--- config.mk ---
export PLATFORM = sky130hd
export DESIGN_NAME = uart_rcv
export DESIGN_NICKNAME = d
export VERILOG_FILES = /design/src/rtl/uart_pkg.sv /design/src/rtl/sync2.sv /design/src/rtl/uart_rcv.sv
export SDC_FILE = /design/constraint.sdc
export NUM_CORES = 1
export LEC_CHECK = 0
export BUFFER_PORTS_ARGS = -buffer_cell sky130_fd_sc_hd__buf_4
export CAP_MARGIN = 20
export CORE_MARGIN = 1.5
export CORE_UTILIZATION = 53
export DETAILED_ROUTE_END_ITERATION = 10
export PLACE_DENSITY = 0.82
export REMOVE_ABC_BUFFERS = 1
export SLEW_MARGIN = 20
export SYNTH_ARGS = -nofsm -noshare
export SYNTH_HDL_FRONTEND = slang
export SYNTH_SLANG_ARGS = --single-unit
--- constraint.sdc ---
create_clock -name clk -period 1.9 [get_ports clk]
set_input_delay 0.19 -clock clk [delete_from_list [all_inputs] [get_ports clk]]
set_output_delay 0.19 -clock clk [all_outputs]
set_load 0.02 [all_outputs]
--- src/rtl/uart_pkg.sv ---
// Shared UART definitions: receiver state encoding and default bit timing
// common to both the transmitter and the receiver.
package uart_pkg;

  localparam int unsigned BAUD_DIV_DEF = 2605;
  localparam int unsigned HALF_DIV_DEF = 1302;

  typedef enum logic [1:0] {
    IDLE,
    START,
    DATA,
    STOP
  } rx_state_t;

endpackage

--- src/rtl/sync2.sv ---
// Two-flop synchronizer for a single asynchronous input, with a
// parameterized reset value so an idle-high line reads idle out of reset.
module sync2 #(
  parameter logic RST_VAL = 1'b1
) (
  input  logic clk,
  input  logic rst,
  input  logic d,
  output logic q
);

  logic meta;

  always_ff @(posedge clk or posedge rst) begin
    if (rst) begin
      meta <= RST_VAL;
      q    <= RST_VAL;
    end else begin
      meta <= d;
      q    <= meta;
    end
  end

endmodule

--- src/rtl/uart_rcv.sv ---
// 8N1 UART receiver: start-edge detect, mid-bit sampling, LSB-first shift,
// stop-bit framing check, and a sticky ready flag for the consumer.
module uart_rcv
  import uart_pkg::*;
#(
  parameter int unsigned BAUD_DIV = BAUD_DIV_DEF,
  parameter int unsigned HALF_DIV = HALF_DIV_DEF
) (
  input  logic       clk,
  input  logic       rst,
  input  logic       RX,
  input  logic       clr_rdy,
  output logic [7:0] rx_data,
  output logic       rdy,
  output logic       frm_err
);

  // The counter expires on zero, so loading N-1 gives an N-cycle interval.
  localparam logic [11:0] BAUD_RELOAD = 12'(BAUD_DIV - 1);
  localparam logic [11:0] HALF_RELOAD = 12'(HALF_DIV - 1);

  rx_state_t   state;
  logic [11:0] baud_cnt;
  logic [3:0]  bit_cnt;
  logic [7:0]  shift;
  logic        rx_s;
  logic        rx_prev;
  logic        baud_expired;

  sync2 #(.RST_VAL(1'b1)) u_sync (
    .clk (clk),
    .rst (rst),
    .d   (RX),
    .q   (rx_s)
  );

  always_comb baud_expired = (baud_cnt == '0);

  always_ff @(posedge clk or posedge rst) begin
    if (rst) begin
      state    <= IDLE;
      baud_cnt <= '0;
      bit_cnt  <= '0;
      shift    <= '0;
      rx_prev  <= 1'b1;
      rx_data  <= '0;
      rdy      <= 1'b0;
      frm_err  <= 1'b0;
    end else begin
      rx_prev <= rx_s;

      if (clr_rdy)
        rdy <= 1'b0;

      if (state != IDLE)
        baud_cnt <= baud_expired ? BAUD_RELOAD : baud_cnt - 12'd1;

      case (state)
        IDLE: begin
          if (rx_prev && !rx_s) begin
            state    <= START;
            baud_cnt <= HALF_RELOAD;
            bit_cnt  <= '0;
            rdy      <= 1'b0;
          end
        end
        START: begin
          if (baud_expired)
            state <= rx_s ? IDLE : DATA;
        end
        DATA: begin
          if (baud_expired) begin
            shift   <= {rx_s, shift[7:1]};
            bit_cnt <= bit_cnt + 4'd1;
            if (bit_cnt == 4'd7)
              state <= STOP;
          end
        end
        STOP: begin
          // Placed after the clr_rdy clear so a coincident set takes priority.
          if (baud_expired) begin
            rx_data <= shift;
            rdy     <= 1'b1;
            frm_err <= ~rx_s;
            state   <= IDLE;
          end
        end
        default: state <= IDLE;
      endcase
    end
  end

endmodule

After elaboration in Yosys (flattened, before gate mapping)
Cells that the tools add are included.
Storage, ports and cells
  flip-flop bits (word level): 39
  input port bits: 4
  output and inout bits: 10
  word-level logic and storage cells: 50
Cells by class
  add/subtract/negate cells: 2
  eq/ne operators: 9
  muxes and demuxes: 18
  bitwise logic cells: 1
  reductions and logical operators: 10
Operator list (number)
  12-bit 2-to-1 mux: 4
  12-bit zero test: 1
  2-bit 2-to-1 mux: 6
  12-bit by 1-bit subtractor with 12-bit output, second input constant: 1
  2-bit inequality test, second input constant: 5
  4-bit 2-to-1 mux: 2
  2-bit one-hot mux with 4 select lines: 1
  4-bit one-hot mux with 2 select lines: 1
  5-bit AND reduction: 1
  4-bit by 1-bit adder with 4-bit output, second input constant: 1
  2-bit == test, second input constant: 2
  4-bit by 3-bit == test with 1-bit output, second input constant: 1
  2-bit AND reduction: 2
  2-bit nonzero test: 2
  1-bit 2-to-1 mux: 3
  3-bit AND reduction: 1
  2-bit by 1-bit == test with 1-bit output, second input constant: 1
  2-bit zero test: 1
  1-bit one-hot mux with 2 select lines: 1
  1-bit logical AND: 1
  1-bit zero test: 1
  1-bit inverter: 1

Depth between registers and ports, before layout
Gate-level depths: netlist of the first run.
  depth after elaboration: 5
  depth in mapped cells: 7
  mapped depth without buffers: 6

Hierarchy
Synthesis of the first run repeated with hierarchy kept, for this count alone.
Second synthesis, totals
  cell total of the unflattened synthesis: 158
  area, all modules: 1853.0 µm²
Modules (own cells, without submodules)
  uart_rcv: times used 1, cells each 155, area an instance 1796.7 µm², sequential area each 927.1 µm²
  sync2: times used 1, cells each 3, area an instance 56.3 µm², sequential area each 52.6 µm²

Least setup slack after synthesis of the first run
No wires, ideal clock.
  path type: flip-flop to flip-flop
  from: register state[0]
  to: register baud_cnt[6]
  setup time: 137 ps
  arrival: 1688 ps
  data required time: 1763 ps
  path slack: 75 ps
  cell stages (with the launch flop): 8
  buffers on the path: 1
  clock period less this slack: 1825 ps
  cells stage by stage: dfrtp_1 > inv_1 > ha_1 > buf_2 > or3b_2 > nor4_1 > xnor2_1 > nor3_1
Between the ends
  longest elaborated chain between the ends: 4
  elaborated cells between the ends (all ways): 5
  classes of those cells: 3 x mux; 2 x reduce/logical
RTL lines
  from (decl): RTL line uart_rcv.sv:22  | rx_state_t state;
  from (signal assigned): RTL line uart_rcv.sv:69  | state <= rx_s ? IDLE : DATA;
  2-bit nonzero test: RTL line uart_rcv.sv:55  | if (state != IDLE)
  12-bit 2-to-1 mux: RTL line uart_rcv.sv:55
  12-bit 2-to-1 mux: RTL line uart_rcv.sv:60  | if (rx_prev && !rx_s) begin
  12-bit 2-to-1 mux *: RTL line uart_rcv.sv:58  | case (state)
  to (signal assigned): RTL line uart_rcv.sv:56  | baud_cnt <= baud_expired ? BAUD_RELOAD : baud_cnt - 12'd1;
  to (decl): RTL line uart_rcv.sv:23  | logic [11:0] baud_cnt;
Mark *: on every way between the ends. The rest lies on a longest branch, timed or not.
A chain may end at the register's enable or synchronous reset.

==> flow_metrics.py, run 1 <==
metrics = {
    "critical_path": {
        "regToRegSetupSlack_ps": 90,
        "worstPathRequired_ps": 2140,
        "rr_worst_depth": 6,
        "worstSetupStartpointType": "flop",
        "crit_type": "flop to flop",
        "cp.arrival_ps": 2050,
        "cp-end-kind": "flop",
        "path_max_fanout": 3,
        "rr_endpoint": "baud_cnt[6]",
    },
    "min_path": {
        "min_from": "clr_rdy",
        "min_path_cells": 3,
        "min_to": "rdy",
        "holdCritPathClass": "input pin to flop",
    },
    "global_route": {
        "grt_pass1_wl_um": 5790,
        "grt_use_total": 0.217,
        "antenna_found_initial": 0,
        "grt_overflow": 0,
        "grt_pass1_vias": 1256,
        "grt_max_degree": 40,
    },
    "yosys": {
        "muxShareOfSynthArea": 0.103,
        "synth_common_cells": "36 x dfrtp_1, 16 x mux2_2, 9 x nand2_1, 9 x nand3_1, 8 x nor2_1",
        "synth-compound-area-share": 0.0839,
        "synth_top_area_frac": 0.487,
        "synth-seq-area-share": 0.530,
        "syn_inst": 157,
        "synth_top_area_cell": "dfrtp_1",
        "yosysWarnings": 0,
        "synth-edff-count": 0,
        "synth_flop_cell": "dfrtp_1",
        "synthArstFlopShare": 1.00,
        "yosysMostFrequentCell": "dfrtp_1",
        "synth_seq_cells": 39,
        "netlist_top_cells_area": "dfrtp_1 49%, mux2_2 9.7%, ha_1 4.7%, dfstp_2 4.3%, xor2_1 2.8%",
        "synth_area_um2": 1850,
        "synth-xor-area-share": 0.0379,
        "synthSimpleGateAreaFrac": 0.175,
        "syn_avg_cell_area_um2": 11.8,
        "ys_types": 41,
        "synth-adder-area-share": 0.0474,
        "synth_top_family_by_area": "simple AND/OR/NAND/NOR gates",
    },
    "final_layout": {
        "syn2layout_area_growth_pct": 18.9,
        "seqCellArea_um2": 980,
        "post_route_cells_drive_above_1_share": 0.321,
        "final_area_um2": 2200,
        "fill_cells": 261,
        "final_net_count": 200,
        "fin_util": 0.659,
        "multiInputGateArea_um2": 838,
        "diodes": 0,
    },
    "timing": {
        "whs_ps": 99.8,
        "drv_slew": 0,
        "setup_tns_ps": 0,
        "max_slew_margin": 0.678,
        "setup_viol": 0,
        "timing.final.ws_setup_ps": 90.6,
        "final_hold_viol_count": 0,
        "skew_ps": 9.15,
        "max_freq_mhz": 553,
        "tightest_slew_ps": 483,
        "fin_crit_sh": 0.952,
        "finalCriticalPeriod_ps": 1810,
    },
    "die": {
        "io_pins": 14,
        "rows": 21,
        "start_util": 0.554,
        "chipWidth_um": 62.1,
        "core_region_area_um2": 3340,
        "dieArea_um2": 3850,
        "die_h_um": 62.1,
    },
    "outcome": {
        "status": "completed",
    },
    "pwr": {
        "switchingPower_mw": 0.885,
        "pwr-share-clk": 0.226,
        "p_per_area_nw_per_um2": 1140,
        "internal-power_mw": 1.61,
        "pwr-share-seq": 0.433,
        "combPwrFrac": 0.341,
        "p_sw_frac": 0.354,
        "p_leak_nw": 1.09,
        "peakVddDrop_mv": 0.736,
    },
    "detailed_routing": {
        "vias": 1299,
        "wl_per_cell_um": 15.4,
        "via_per_inst": 5.50,
        "dr.pass1.iters": 4,
        "first_iter_violations": 42,
        "drc": 0,
        "wl_um": 3640,
        "antenna_left": 0,
    },
    "clocking": {
        "clkTransAtPathRegs_ps": 130,
        "cts_root_buf": "clkbuf_4",
        "cts_max_level": 2,
        "cts_inserted_buffers": 5,
        "cts_tree": "built",
        "clock-sinks": 39,
        "clock_path_buffers": 2,
        "clk_latency_ps": 360,
    },
    "placement": {
        "dpl-instance-area_um2": 2080,
        "globalplace.congestion": 0.799,
        "io_buffers": 13,
        "post-place-ws_ps": 69.2,
        "hpwl_um": 2630,
    },
    "run": {
        "max-cap-violations": 0,
    },
}
[cell usage in the layout (no fill, tap or decap), types with 2 or more instances in the layout]
| cell | synthesis | routed |
|---|---|---|
| nand3_1 | 9 | 8 |
| xor2_1 | 6 | 6 |
| inv_1 | 7 | 7 |
| o21ai_0 | 3 | 3 |
| a21oi_1 | 6 | 6 |
| ha_1 | 7 | 7 |
| nand4b_1 | 2 | 2 |
| dlygate4sd3_1 | 0 | 2 |
| o211ai_1 | 2 | 2 |
| mux2_2 | 16 | 16 |
| nand3b_1 | 3 | 3 |
| buf_4 | 1 | 26 |
| nor3_1 | 5 | 5 |
| a211o_1 | 3 | 3 |
| dfstp_2 | 3 | 3 |
| xnor2_1 | 2 | 2 |
| clkbuf_4 | 0 | 5 |
| nor2_1 | 8 | 8 |
| dfrtp_1 | 36 | 36 |
| nor4_1 | 3 | 3 |
| nand2_1 | 9 | 9 |
| nand2b_1 | 4 | 4 |
[sequential cells by signal (all words and copies together) (netlist names), named ones only]
| name | flops |
|---|---|
| baud_cnt | 12 |
| bit_cnt | 4 |
| frm_err | 1 |
| rdy | 1 |
| rx_data | 8 |
| rx_prev | 1 |
| shift | 8 |
| state | 1 |
| u_sync.meta | 1 |
| u_sync.q | 1 |
[worst max path at each step]
stage,start,endpoint,slack (ps),cells after the start
after global routing,flop,baud_cnt[11],-30,8
after global placement,baud_cnt[1],shift[4],150,7
after detailed placement,baud_cnt[1],shift[3],70,7
final,flop,baud_cnt[6],90,6
after floorplan,state[0],baud_cnt[9],30,6
after CTS,baud_cnt[1],bit_cnt[3],20,7
[cell type report]
cell class              count  share of cell area
clock buffers               5              0.0171
clock inverters             3              0.0199
inverters                   7              0.0120
multi-input cells         108               0.381
flip-flops and latches     39               0.446
well taps                  46              0.0262
repair buffers             28              0.0979
[logic make-up (layout without fill, tap and decap cells)]
family                   Yosys count  after routing
AO/OA/AOI/OAI                     22             22
XOR/XNOR                           8              8
adder cells (fa/ha/maj)            7              7
buffers and inverters             10             43
flip-flops                        39             39
multiplexers                      17             17
AND/OR/NAND/NOR                   54             54
[per-stage QoR]
step	power, mW	std cells
global placement	1.86	225
floorplan	1.64	154
finish	2.50	236
detailed placement	1.91	225
CTS	2.47	235
global route	2.64	236
[power groups by stage]
stage	Clock (mW)	Combinational [mW]	Sequential [mW]
4_1_cts	0.565	0.818	1.09
5_1_grt	0.604	0.939	1.10
3_3_place_gp	0	0.773	1.09
3_5_place_dp	0	0.809	1.10
2_1_floorplan	0	0.565	1.08
6_report	0.565	0.851	1.08
[worst max-delay path, cell delays in order (launching register included)]
cell	delay [ps]
dfrtp_1	400
inv_1	90
ha_1	210
or3b_2	480
nor4_1	280
xnor2_1	170
nor3_1	60
[layer usage]
metal | GRT usage | routed length [um] | share of wire | up-vias
met5 | 0 | 0 | 0 | -
met3 | 0.0642 | 126 | 0.035 | 8
li1 | - | - | - | 630
met2 | 0.368 | 1960 | 0.54 | 28
met4 | 0.0790 | 64 | 0.018 | 0
met1 | 0.262 | 1490 | 0.41 | 633
[what timing repair did]
item                                   4_1_cts  5_1_grt
resized for setup                            0        3
setup endpoints to repair                    0       24
hold buffers                                 2        0
buffers inserted                             0        1
endpoints found under the hold margin       37        0
Note: power is estimated with default switching activity, not from simulation.
==> run 2, diff against run 1 <==
--- a/config.mk
+++ b/config.mk
@@ -7,9 +7,11 @@
 export LEC_CHECK = 0
 export BUFFER_PORTS_ARGS = -buffer_cell sky130_fd_sc_hd__buf_4
 export CAP_MARGIN = 20
+export CORE_ASPECT_RATIO = 0.8
 export CORE_MARGIN = 1.5
 export CORE_UTILIZATION = 53
 export DETAILED_ROUTE_END_ITERATION = 10
+export MAX_ROUTING_LAYER = met4
 export PLACE_DENSITY = 0.82
 export REMOVE_ABC_BUFFERS = 1
 export SLEW_MARGIN = 20
==> run 2 against run 1 <==
  * Clock power grew 24%
  * Cell area increased by 0.80%
  * Wire length shrank 2.9%
  * Final cell count fell by 3.0%
  * Die area about the same
  * Total power increased by 4.1%
  * Core utilization up 3.4 points
  * Worst setup slack improved by 31 ps
  * Sequential cell count unchanged
  * Via count down 0.54%
  * Critical endpoint is now shift[6]
==> flow_metrics.py, run 2 (synthesis results as in run 1) <==
metrics = {
    "outcome": {
        "status": "completed",
    },
    "global_route": {
        "grt_max_degree": 40,
        "grt_use_total": 0.209,
        "grt_overflow": 0,
        "grt_pass1_vias": 1366,
        "antenna_found_initial": 0,
        "grt_pass1_wl_um": 6150,
    },
    "detailed_routing": {
        "wl_per_cell_um": 15.4,
        "via_per_inst": 5.64,
        "vias": 1292,
        "wl_um": 3530,
        "antenna_left": 0,
        "drc": 0,
        "dr.pass1.iters": 4,
        "first_iter_violations": 71,
    },
    "timing": {
        "max_freq_mhz": 562,
        "fin_crit_sh": 0.936,
        "drv_slew": 0,
        "final_hold_viol_count": 0,
        "skew_ps": 2.56,
        "tightest_slew_ps": 482,
        "setup_viol": 0,
        "finalCriticalPeriod_ps": 1780,
        "setup_tns_ps": 0,
        "rsz0062_at_grt": "false",
        "max_slew_margin": 0.679,
    },
    "clocking": {
        "cts_inserted_buffers": 5,
        "cts_tree": "built",
        "clock_path_buffers": 2,
        "clock-sinks": 39,
        "clk_latency_ps": 300,
        "cts_root_buf": "clkbuf_8",
        "cts_max_level": 2,
        "clkTransAtPathRegs_ps": 80,
    },
    "final_layout": {
        "final_common_cell": "dfrtp_1",
        "syn2layout_area_growth_pct": 19.8,
        "fin_util": 0.693,
        "final_cell_mix": "36 x dfrtp_1, 26 x buf_4, 16 x mux2_2",
        "top_register": "baud_cnt",
        "post_route_cells_drive_above_1_share": 0.317,
        "largest_register_ffs": 12,
        "top_regs": "baud_cnt (12), rx_data (8), shift (8)",
        "final_net_count": 199,
        "diodes": 0,
        "fill_cells": 219,
    },
    "die": {
        "start_util": 0.578,
        "core_region_area_um2": 3200,
        "die_h_um": 55.8,
        "dieArea_um2": 3850,
        "rows": 18,
        "io_pins": 14,
        "chipWidth_um": 69.0,
    },
    "placement": {
        "hpwl_um": 2550,
        "io_buffers": 13,
        "globalplace.congestion": 0.812,
    },
    "critical_path": {
        "crit_type": "flop to flop",
        "cp-end-kind": "flop",
        "worstPathRequired_ps": 2090,
        "cp-startpoint": "baud_cnt[5]",
        "cp.arrival_ps": 1960,
        "regToRegSetupSlack_ps": 120,
        "rr_startpoint": "baud_cnt[5]",
        "worstSetupStartpointType": "flop",
        "rr_worst_depth": 5,
        "rr_endpoint": "shift[6]",
        "path_max_fanout": 8,
    },
    "pwr": {
        "p_per_area_nw_per_um2": 1170,
        "p_leak_nw": 1.10,
        "peakVddDrop_mv": 0.612,
    },
    "min_path": {
        "holdCritPathClass": "input pin to async pin",
    },
    "run": {
        "max-cap-violations": 0,
    },
}
## run 2: area by class of cell
| class | count | area [um2] | area share |
|---|---|---|---|
| sequential | 39 | 980 | 0.442 |
| multi-input combinational | 108 | 838 | 0.378 |
| timing repair buffer | 27 | 205 | 0.0926 |
| clock buffer | 5 | 68.8 | 0.0311 |
| tap | 40 | 50.0 | 0.0226 |
| clock inverter | 3 | 47.5 | 0.0215 |
| inverter | 7 | 26.3 | 0.0119 |
## run 2: repair_timing
action | 4_1_cts | 5_1_grt
gates resized for setup | 0 | 2
hold endpoints to repair | 1 | 0
hold buffers | 1 | 0
endpoints found under the setup margin | 0 | 18
buffers inserted | 0 | 1
## run 2: metrics by stage
step	cell area, um2	worst slack (ps)	power [mW]	instances	hold slack [ps]
2_1_floorplan	1830	29.8	1.64	154	194
3_3_place_gp	2070	107	1.81	219	299
3_5_place_dp	2070	11.2	1.87	219	302
4_1_cts	2200	9.54	2.58	228	20.6
5_1_grt	2220	0.0950	2.77	229	49.8
6_report	2220	121	2.60	229	5.83
## run 2: how the worst max path moves through the flow
stage	to	cells past startpoint
after global placement	bit_cnt[3]	6
final	shift[6]	5
after global routing	baud_cnt[10]	7
after detailed placement	shift[6]	7
after CTS	shift[6]	7
after floorplan	baud_cnt[9]	6
## run 2: power breakdown
part / total, mW / internal (mW) / switching (mW) / leakage (nW)
Combinational: 0.808 / 0.350 / 0.458 / 0.528
Sequential: 1.09 / 0.951 / 0.138 / 0.508
Clock: 0.703 / 0.398 / 0.305 / 0.0587
## run 2: critical path, stage by stage, from the launching register on
cell	delay (ps)
dfrtp_1	440
nor4_4	420
and3_1	280
buf_4	140
nand2_4	90
mux2_2	290
## run 2: layer usage
layer	global-route usage	routed length (um)	up-vias
met4	0.0980	65	0
met3	0.0489	134	8
met1	0.259	1680	637
met5	-	0	-
li1	-	-	624
met2	0.326	1650	23
==> run 3, diff against run 2 <==
--- a/config.mk
+++ b/config.mk
@@ -9,10 +9,11 @@
 export CAP_MARGIN = 20
 export CORE_ASPECT_RATIO = 0.8
 export CORE_MARGIN = 1.5
-export CORE_UTILIZATION = 53
+export CORE_UTILIZATION = 55
+export CTS_BUF_LIST = sky130_fd_sc_hd__clkbuf_8
 export DETAILED_ROUTE_END_ITERATION = 10
 export MAX_ROUTING_LAYER = met4
-export PLACE_DENSITY = 0.82
+export PLACE_DENSITY = 0.85
 export REMOVE_ABC_BUFFERS = 1
 export SLEW_MARGIN = 20
 export SYNTH_ARGS = -nofsm -noshare
==> run 3 against run 2 <==
  * Clock-buffer cell count rose by 1
  * Hold slack improved by 3.4 ps
  * Cell area grew 0.85%
  * Sequential share of layout area fell by 0.37 points
  * Non-clock buffer count is 1 lower
  * Largest power group unchanged
  * Fmax decreased by 2.6%
  * Critical path type unchanged
  * Worst setup slack got worse by 47 ps
==> flow_metrics.py, run 3 (synthesis results as in run 1) <==
metrics = {
    "critical_path": {
        "worstPathRequired_ps": 2070,
        "path_cells": "inv_1 > ha_2 > or3b_2 > nor4_2 > xnor2_1 > nor3_1",
        "path_max_fanout": 6,
        "cp.arrival_ps": 2000,
        "worstSetupStartpointType": "flop",
        "crit_type": "flop to flop",
        "cpLargestDelayFamily": "simple AND/OR/NAND/NOR gates",
        "cp_slowest_stage_delay_ps": 520,
        "slowest_stage": "or3b_2",
        "cp-end-kind": "flop",
        "worst-path-buf-inv": 1,
    },
    "detailed_routing": {
        "dr.pass1.iters": 4,
        "drc": 0,
        "antenna_left": 0,
        "via_per_inst": 5.69,
        "wl_um": 3630,
        "first_iter_violations": 77,
        "vias": 1298,
        "wl_per_cell_um": 15.9,
    },
    "clocking": {
        "cts_max_level": 2,
        "cts_root_buf": "clkbuf_8",
        "clock-sinks": 39,
        "clock_path_buffers": 2,
        "cts_setup_buffers": 0,
        "clkTransAtPathRegs_ps": 80,
        "cts_inserted_buffers": 5,
        "cts_tree": "built",
        "clk_latency_ps": 290,
    },
    "timing": {
        "final_hold_viol_count": 0,
        "skew_ps": 8.23,
        "max_slew_margin": 0.678,
        "fin_crit_sh": 0.961,
        "timing.final.ws_setup_ps": 74.5,
        "drv_slew": 0,
        "max_freq_mhz": 548,
        "finalCriticalPeriod_ps": 1830,
        "setup_viol": 0,
        "tightest_slew_ps": 483,
    },
    "final_layout": {
        "largest_register_ffs": 12,
        "post_route_cells_drive_above_1_share": 0.335,
        "final_common_cell": "dfrtp_1",
        "final_cell_mix": "36 x dfrtp_1, 25 x buf_4, 16 x mux2_2",
        "final_net_count": 198,
        "syn2layout_area_growth_pct": 20.8,
        "top_regs": "baud_cnt (12), rx_data (8), shift (8)",
        "diodes": 0,
        "top_register": "baud_cnt",
        "fill_cells": 231,
    },
    "die": {
        "io_pins": 14,
        "rows": 18,
        "die_h_um": 54.9,
        "dieArea_um2": 3720,
        "chipWidth_um": 67.8,
        "start_util": 0.587,
        "core_region_area_um2": 3150,
    },
    "placement": {
        "globalplace.congestion": 0.789,
        "io_buffers": 13,
        "hpwl_um": 2520,
        "post-place-ws_ps": -12.5,
    },
    "global_route": {
        "grt_overflow": 0,
        "grt_use_total": 0.225,
        "grt_pass1_wl_um": 5760,
        "grt_pass1_vias": 1259,
        "grt_max_degree": 40,
        "antenna_found_initial": 0,
    },
    "pwr": {
        "finalPower_mw": 2.68,
        "p_per_area_nw_per_um2": 1200,
        "p_leak_nw": 1.09,
        "peakVddDrop_mv": 0.758,
    },
    "min_path": {
        "holdCritPathClass": "input pin to async pin",
    },
    "outcome": {
        "status": "completed",
    },
    "run": {
        "max-cap-violations": 0,
    },
}
run 3: cell count changes in the layout (fill, tap and decap cells not counted), sizes merged:
cell | before | now
clkinv | 1 | 0
buf | 26 | 25
clkbuf | 5 | 6
run 3: layer usage:
metal  vias up  global-route usage  part of all wire
met5         -                   -                 0
met4         0              0.0967             0.012
met3         4              0.0535             0.037
met2        31               0.376              0.49
met1       641               0.265              0.46
li1        622                   -                 -
run 3: through the flow:
stage	TNS, ps	area, um2	util	hold WS, ps	std cells
2_1_floorplan	0	1830	-	194	154
3_3_place_gp	0	2070	0.657	298	219
3_5_place_dp	-21.8	2070	0.657	301	219
4_1_cts	0	2200	0.699	25.7	228
5_1_grt	-3.09	2230	0.709	62.3	228
6_report	0	2230	0.709	9.20	228
run 3: cell type report:
class | count | area [um2] | area share
Clock buffer | 6 | 82.6 | 0.0370
Clock inverter | 2 | 38.8 | 0.0174
Inverter | 7 | 26.3 | 0.0118
Multi-Input combinational cell | 108 | 860 | 0.385
Sequential cell | 39 | 980 | 0.438
Tap cell | 40 | 50.0 | 0.0224
Timing Repair Buffer | 26 | 198 | 0.0885
run 3: final timing paths:
| path | cells after the start | end | from | slack (ps) |
|---|---|---|---|---|
| hold / removal | 3 | frm_err | rst | 9 |
| max in group asynchronous | 3 | rx_prev | rst | 1540 |
| setup / recovery | 6 | baud_cnt[6] | state[0] | 70 |
| min in group clk | 3 | rdy | clr_rdy | 160 |
| hold reg to reg | 0 | u_sync.q | u_sync.meta | 360 |
| setup reg to reg | 6 | baud_cnt[6] | state[0] | 70 |
run 3: where the power goes:
part	internal [mW]	switching (mW)	total, mW	leakage [nW]
Sequential	0.951	0.155	1.11	0.508
Clock	0.432	0.294	0.725	0.0618
Combinational	0.371	0.474	0.845	0.521
Total	1.75	0.923	2.68	1.09
run 3: timing repair:
| item | 4_1_cts | 5_1_grt |
|---|---|---|
| resized for setup | 1 | 7 |
| pin swaps | 0 | 0 |
| setup endpoints to repair | 7 | 17 |
| endpoints found under the hold margin | 1 | 0 |
| hold buffers | 1 | 0 |
run 3: worst min-delay path, stage by stage:
cell	delay, ps
buf_4	100
inv_1	40
buf_4	410
